`src/rtl/lib_pkg.sv`:
```
// Shared types and constants for the memory arbiter.
package lib_pkg;

    localparam int STREAK_W = 4;
    localparam int PERF_W   = 32;

    typedef enum logic [1:0] {
        IDLE  = 2'd0,
        GNT_I = 2'd1,
        GNT_D = 2'd2,
        RESP  = 2'd3
    } arb_state_t;

    typedef enum logic {
        SRC_I = 1'b0,
        SRC_D = 1'b1
    } arb_src_t;

    // Increment that sticks at all-ones instead of wrapping.
    function automatic logic [PERF_W-1:0] sat_inc(input logic [PERF_W-1:0] v);
        logic [PERF_W-1:0] r;
        if (v == {PERF_W{1'b1}}) begin
            r = v;
        end else begin
            r = v + {{(PERF_W-1){1'b0}}, 1'b1};
        end
        return r;
    endfunction

endpackage

```
`src/rtl/mem_arbiter_priority.sv`:
```
// Grant selection for the memory arbiter: data wins unless a pending fetch
// has already watched STARVE_MAX consecutive data grants go by.
module arb_priority
    import lib_pkg::*;
#(
    parameter int STARVE_MAX = 4
) (
    input  logic                dm_req,
    input  logic                if_req,
    input  logic [STREAK_W-1:0] streak,
    output logic                gnt_valid,
    output arb_src_t            gnt_src
);

    localparam logic [STREAK_W-1:0] STARVE_LIM = STREAK_W'(STARVE_MAX);

    // Pick the winning requester for this IDLE cycle.
    always_comb begin
        gnt_valid = 1'b0;
        gnt_src   = SRC_I;
        if (dm_req && (!if_req || (streak < STARVE_LIM))) begin
            gnt_valid = 1'b1;
            gnt_src   = SRC_D;
        end else if (if_req) begin
            gnt_valid = 1'b1;
            gnt_src   = SRC_I;
        end else begin
            gnt_valid = 1'b0;
            gnt_src   = SRC_I;
        end
    end

endmodule

```
`src/rtl/mem_arbiter.sv`:
```
// Shares one single-port variable-latency memory between the instruction
// fetch port and the data port. Optional performance counters are built
// when MEM_ARB_PERF_EN is defined.
module mem_arbiter
    import lib_pkg::*;
#(
    parameter int WIDTH      = 32,
    parameter int IADDR      = 16,
    parameter int DADDR      = 16,
    parameter int AWIDTH     = 16,
    parameter int STARVE_MAX = 4
) (
    input  logic              clk,
    input  logic              reset,
    input  logic              if_req,
    input  logic [IADDR-1:0]  if_addr,
    output logic [WIDTH-1:0]  if_rdata,
    output logic              if_valid,
    input  logic              dm_req,
    input  logic [DADDR-1:0]  dm_addr,
    input  logic [WIDTH-1:0]  dm_wdata,
    input  logic [3:0]        dm_wr_en,
    output logic [WIDTH-1:0]  dm_rdata,
    output logic              dm_valid,
    output logic              mem_req,
    output logic [AWIDTH-1:0] mem_addr,
    output logic [WIDTH-1:0]  mem_wdata,
    output logic [3:0]        mem_be,
    input  logic              mem_ack,
    input  logic [WIDTH-1:0]  mem_rdata,
    output logic              stall
`ifdef MEM_ARB_PERF_EN
    ,
    output logic [PERF_W-1:0] perf_if_grants,
    output logic [PERF_W-1:0] perf_dm_grants,
    output logic [PERF_W-1:0] perf_stall_cycles
`endif
);

    arb_state_t          state_q,     state_d;
    logic [STREAK_W-1:0] streak_q,    streak_d;
    logic                mem_req_q,   mem_req_d;
    logic [AWIDTH-1:0]   mem_addr_q,  mem_addr_d;
    logic [WIDTH-1:0]    mem_wdata_q, mem_wdata_d;
    logic [3:0]          mem_be_q,    mem_be_d;
    logic [WIDTH-1:0]    if_rdata_q,  if_rdata_d;
    logic                if_valid_q,  if_valid_d;
    logic [WIDTH-1:0]    dm_rdata_q,  dm_rdata_d;
    logic                dm_valid_q,  dm_valid_d;

    logic                gnt_valid_s;
    arb_src_t            gnt_src_s;
    logic                take_i_s;
    logic                take_d_s;

    arb_priority #(
        .STARVE_MAX (STARVE_MAX)
    ) u_prio (
        .dm_req    (dm_req),
        .if_req    (if_req),
        .streak    (streak_q),
        .gnt_valid (gnt_valid_s),
        .gnt_src   (gnt_src_s)
    );

    assign take_i_s = (state_q == IDLE) && gnt_valid_s && (gnt_src_s == SRC_I);
    assign take_d_s = (state_q == IDLE) && gnt_valid_s && (gnt_src_s == SRC_D);

    // Next-state, memory-request and response logic of the arbiter FSM.
    always_comb begin
        state_d     = state_q;
        streak_d    = streak_q;
        mem_req_d   = mem_req_q;
        mem_addr_d  = mem_addr_q;
        mem_wdata_d = mem_wdata_q;
        mem_be_d    = mem_be_q;
        if_rdata_d  = if_rdata_q;
        if_valid_d  = 1'b0;
        dm_rdata_d  = dm_rdata_q;
        dm_valid_d  = 1'b0;
        case (state_q)
            IDLE: begin
                if (take_d_s) begin
                    state_d     = GNT_D;
                    mem_req_d   = 1'b1;
                    mem_addr_d  = AWIDTH'(dm_addr);
                    mem_wdata_d = dm_wdata;
                    mem_be_d    = dm_wr_en;
                    // Only data grants that overtake a waiting fetch count.
                    if (if_req && (streak_q != {STREAK_W{1'b1}})) begin
                        streak_d = streak_q + STREAK_W'(1'b1);
                    end else begin
                        streak_d = streak_q;
                    end
                end else if (take_i_s) begin
                    state_d     = GNT_I;
                    mem_req_d   = 1'b1;
                    mem_addr_d  = AWIDTH'(if_addr);
                    mem_wdata_d = {WIDTH{1'b0}};
                    mem_be_d    = 4'b0000;
                    streak_d    = {STREAK_W{1'b0}};
                end else begin
                    state_d = IDLE;
                end
            end
            GNT_I, GNT_D: begin
                if (mem_ack) begin
                    state_d     = RESP;
                    mem_req_d   = 1'b0;
                    mem_addr_d  = {AWIDTH{1'b0}};
                    mem_wdata_d = {WIDTH{1'b0}};
                    mem_be_d    = 4'b0000;
                    if (state_q == GNT_I) begin
                        if_rdata_d = mem_rdata;
                        if_valid_d = 1'b1;
                    end else begin
                        dm_valid_d = 1'b1;
                        // Stores complete without disturbing the last load value.
                        if (mem_be_q == 4'b0000) begin
                            dm_rdata_d = mem_rdata;
                        end else begin
                            dm_rdata_d = dm_rdata_q;
                        end
                    end
                end else begin
                    state_d = state_q;
                end
            end
            RESP: begin
                state_d = IDLE;
            end
            default: begin
                state_d     = IDLE;
                mem_req_d   = 1'b0;
                mem_addr_d  = {AWIDTH{1'b0}};
                mem_wdata_d = {WIDTH{1'b0}};
                mem_be_d    = 4'b0000;
            end
        endcase
    end

    // Arbiter state and output registers; reset abandons any in-flight access.
    always_ff @(posedge clk or posedge reset) begin
        if (reset) begin
            state_q     <= IDLE;
            streak_q    <= {STREAK_W{1'b0}};
            mem_req_q   <= 1'b0;
            mem_addr_q  <= {AWIDTH{1'b0}};
            mem_wdata_q <= {WIDTH{1'b0}};
            mem_be_q    <= 4'b0000;
            if_rdata_q  <= {WIDTH{1'b0}};
            if_valid_q  <= 1'b0;
            dm_rdata_q  <= {WIDTH{1'b0}};
            dm_valid_q  <= 1'b0;
        end else begin
            state_q     <= state_d;
            streak_q    <= streak_d;
            mem_req_q   <= mem_req_d;
            mem_addr_q  <= mem_addr_d;
            mem_wdata_q <= mem_wdata_d;
            mem_be_q    <= mem_be_d;
            if_rdata_q  <= if_rdata_d;
            if_valid_q  <= if_valid_d;
            dm_rdata_q  <= dm_rdata_d;
            dm_valid_q  <= dm_valid_d;
        end
    end

    assign mem_req   = mem_req_q;
    assign mem_addr  = mem_addr_q;
    assign mem_wdata = mem_wdata_q;
    assign mem_be    = mem_be_q;
    assign if_rdata  = if_rdata_q;
    assign if_valid  = if_valid_q;
    assign dm_rdata  = dm_rdata_q;
    assign dm_valid  = dm_valid_q;

    // The pipeline must react in the same cycle a port starts waiting.
    assign stall = (if_req & ~if_valid_q) | (dm_req & ~dm_valid_q);

`ifdef MEM_ARB_PERF_EN
    logic [PERF_W-1:0] perf_if_q,    perf_if_d;
    logic [PERF_W-1:0] perf_dm_q,    perf_dm_d;
    logic [PERF_W-1:0] perf_stall_q, perf_stall_d;

    // Saturating grant and stall-cycle counters.
    always_comb begin
        perf_if_d    = perf_if_q;
        perf_dm_d    = perf_dm_q;
        perf_stall_d = perf_stall_q;
        if (take_i_s) begin
            perf_if_d = sat_inc(perf_if_q);
        end else begin
            perf_if_d = perf_if_q;
        end
        if (take_d_s) begin
            perf_dm_d = sat_inc(perf_dm_q);
        end else begin
            perf_dm_d = perf_dm_q;
        end
        if (stall) begin
            perf_stall_d = sat_inc(perf_stall_q);
        end else begin
            perf_stall_d = perf_stall_q;
        end
    end

    // Performance counter registers.
    always_ff @(posedge clk or posedge reset) begin
        if (reset) begin
            perf_if_q    <= {PERF_W{1'b0}};
            perf_dm_q    <= {PERF_W{1'b0}};
            perf_stall_q <= {PERF_W{1'b0}};
        end else begin
            perf_if_q    <= perf_if_d;
            perf_dm_q    <= perf_dm_d;
            perf_stall_q <= perf_stall_d;
        end
    end

    assign perf_if_grants    = perf_if_q;
    assign perf_dm_grants    = perf_dm_q;
    assign perf_stall_cycles = perf_stall_q;
`endif

endmodule

```
`config.mk`:
```
export PLATFORM = sky130hd
export DESIGN_NAME = mem_arbiter
export DESIGN_NICKNAME = d
export VERILOG_FILES = /design/src/rtl/lib_pkg.sv /design/src/rtl/mem_arbiter_priority.sv /design/src/rtl/mem_arbiter.sv
export SDC_FILE = /design/constraint.sdc
export NUM_CORES = 1
export LEC_CHECK = 0
export ABC_CLOCK_PERIOD_IN_PS = 12500
export CORE_ASPECT_RATIO = 1.2
export CORE_UTILIZATION = 40
export CTS_CLUSTER_SIZE = 10
export DETAILED_ROUTE_END_ITERATION = 10
export PLACE_DENSITY = 0.87
export SLEW_MARGIN = 5
export SYNTH_ARGS = -nofsm -noshare
export SYNTH_HDL_FRONTEND = slang
export SYNTH_SLANG_ARGS = --single-unit
```
`constraint.sdc`:
```
create_clock -name clk -period 12.5 [get_ports clk]
set_input_delay 3.125 -clock clk [delete_from_list [all_inputs] [get_ports clk]]
set_output_delay 3.125 -clock clk [all_outputs]
set_load 0.005 [all_outputs]
```
==> metrics.txt <==
max-slew violation count=0; post-synth top area share=62.0%; cell family with most CP delay=buffers and inverters; skew final=10.6 ps; Net Count, Synth=473; Main synth FF type=dfrtp_1; H-tree Lvls=4; Clock Pin Slew Worst Setup and Hold Paths=50 ps; CP endpoint kind=output port; IO Port Bufs=approximately 220; Leak=3.37 nW; GPL Wtd Cong=0.755; Hold Vio Cnt, Final=0; Final HPWL DP=9.27 mm; Reg-to-Reg End=mem_wdata[5]; Clk Latency, worst-skew pair=between 400 and 500 ps; Die X=105 µm; CTS buffer count=17; CTS sink count=125; total power=1.95 mW; Synth cell types=37; antenna cells=0; worst path arrival time=around 4600 ps; slowest CP cell=clkdlybuf4s50_1; Reg2Reg Depth=5; setup slack after layout=4800 ps; Starting Density=41.3%; #FFs+latches synth=125; number of global-route vias before repair=4250; top post-synthesis cells by area=dfrtp_1 62%, mux2_2 7.6%, mux2_1 6.7%; post-synth top area cell=dfrtp_1; share of cells above drive strength 1=between 10 and 15%; Tcrit/Tclk final=61.6%; Synth Area per Inst=13.9 µm²; RSZ-0062 raised after global routing=no; outcome=complete, no violations; worst path bufs/invs=3; pin count of the biggest net entering global routing=70; fmax=~0.13 GHz; final WL=13.4 mm; Die ar.=13100 µm²; worst-path fanout max=9; post-synthesis sequential area ratio=62.0%; Iteration-0 DRC Markers=208; Layout Nets=689; root buf cell=clkbuf_16; std cell rows=44; via count=4006; hold path depth=1; Worst Hold Class=register to register; post-layout min period=7700 ps; crit-path most repeated cell=clkdlybuf4s50_1; hold endpoint=dm_rdata[25]; vias per cell=5.32; cts hold-fix bufs=0; Worst Max-Slew Pin Slew=1250 ps; Critical Path Source=if_req; Syn-to-layout area delta=58.1%; pwr/cell area=roughly 240 nW/µm²; First-pass DRT Iterations=4; GR Util All Layers=21.5%; Cell Chain, Critical Path=clkdlybuf4s50_1 > inv_1 > o22ai_1 > clkdlybuf4s50_1; post-CTS sizing=0; R2R Path Start=state_q[0]; CTS tree=built; final std cells w/o fill=753; max incr delay on CP=650 ps; # DRC=0; VDD IR max=approximately 110 µV; Worst Path Required=9380 ps; Final Hold Slack=491 ps; initial antenna violation count=0; Post-DRT Antenna Nets=0; worst slack, placed=4790 ps; Synth Instances=364; crit path kind=input port to output port; clk buf depth=2; Post-Synthesis Cell Area=5050 µm²; Max Cap Violations=0; hold path start=dm_rdata[25]; core footprint=12200 µm²; postcts setup bufs=0; first-pass GRT wire length=21.9 mm; final setup vio count=0; Wirelength per Cell=17.8 µm; setup TNS=0 ps; Synth async-reset ratio=100%; Post-synth EDFFs=0; Overflow after GRT=0; synth warn=0; Die Y=125 µm; dpl cells=722; relative slew slack=roughly 16%; Ports=225; crit path launch type=input port; R2R setup slack=9550 ps
[synth_stat cells, types with 2 or more instances]
cell type,number
a22o_1,37
nand2_1,6
nor2b_1,2
o2111ai_1,16
o21ai_0,16
clkbuf_1,11
ha_1,4
nor4_1,2
mux2_2,34
nor2_1,2
o21ai_1,2
inv_1,6
mux2_1,30
buf_2,13
dfrtp_1,125
o211ai_1,16
buf_1,2
buf_6,4
nand3_1,18
[where the power goes]
part	total, mW	switching (mW)	internal, mW	leakage [nW]
combinational	0.783	0.315	0.468	1.49
clock	0.509	0.176	0.333	0.303
sequential	0.659	0.0873	0.572	1.57
total	1.95	0.579	1.37	3.37
[state kept, by name, indices dropped and copies added, names as in the netlist]
signal and count:
if_valid 1, if_rdata 32, state_q 2, dm_valid 1, streak_q 4, mem_addr 16
mem_wdata 32, dm_rdata 32, mem_req 1, mem_be 4
[cell type report]
class	instances	area, µm²
clock buffer	17	425
tap	161	201
sequential	125	3130
clock inverter	14	195
inverter	6	25.0
fill	915	4240
multi-input combinational	202	1730
timing repair buffer	228	2270
[worst register-to-register path: stages (launching register included)]
cell     delay (ps)
dfrtp_1         380
inv_1            70
ha_1            400
mux2i_1        1020
or2_2           740
a22o_1          280
[per-stage QoR]
stage	utilization, %	area [µm²]
floorplan	-	5050
global placement	60.2	7360
detailed placement	60.2	7360
CTS	65.3	7980
global route	65.3	7980
finish	65.3	7980
[cell usage in the layout (no fill, tap or decap), types with 2 or more instances in the layout]
cell             synthesis  final
a22o_1                  37     37
ha_1                     4      4
mux2_1                  30     30
clkinv_2                 0      3
o21ai_0                 16     16
dfrtp_1                125    125
nor2_1                   2      2
or2_2                    1      2
inv_1                    6      5
nor4_1                   2      2
clkdlybuf4s50_1          0    224
mux2_2                  34     34
o211ai_1                16     16
clkinv_4                 0      5
nand2_1                  6      6
o2111ai_1               16     16
nand3_1                 18     18
o21ai_1                  2      2
buf_4                    1      4
bufinv_16                0      4
clkbuf_16                0     17
[worst max path at each step]
stage | slack (ps) | endpoint | depth (start not counted)
floorplan | 5880 | stall | 3
global placement | 4810 | stall | 4
detailed placement | 4790 | stall | 4
CTS | 4790 | stall | 4
global route | 4740 | stall | 4
finish | 4800 | stall | 4
[logic make-up (layout without fill, tap and decap cells)]
family | count (synthesis) | after routing | share of synthesized area (%)
compound gates | 95 | 95 | 14.7
fa+ha+maj | 4 | 4 | 0.992
buf+inv | 37 | 265 | 3.74
flops | 125 | 125 | 62.0
mux | 65 | 65 | 14.5
simple gates | 38 | 38 | 4.12
[routing by layer]
metal / part of all wire [%] / global-route usage [%]
met5: 0 / 0
met4: 2.8 / 9.66
met2: 50 / 36.8
met1: 39 / 24.4
met3: 7.9 / 7.09
(Power assumes the default switching activity.)
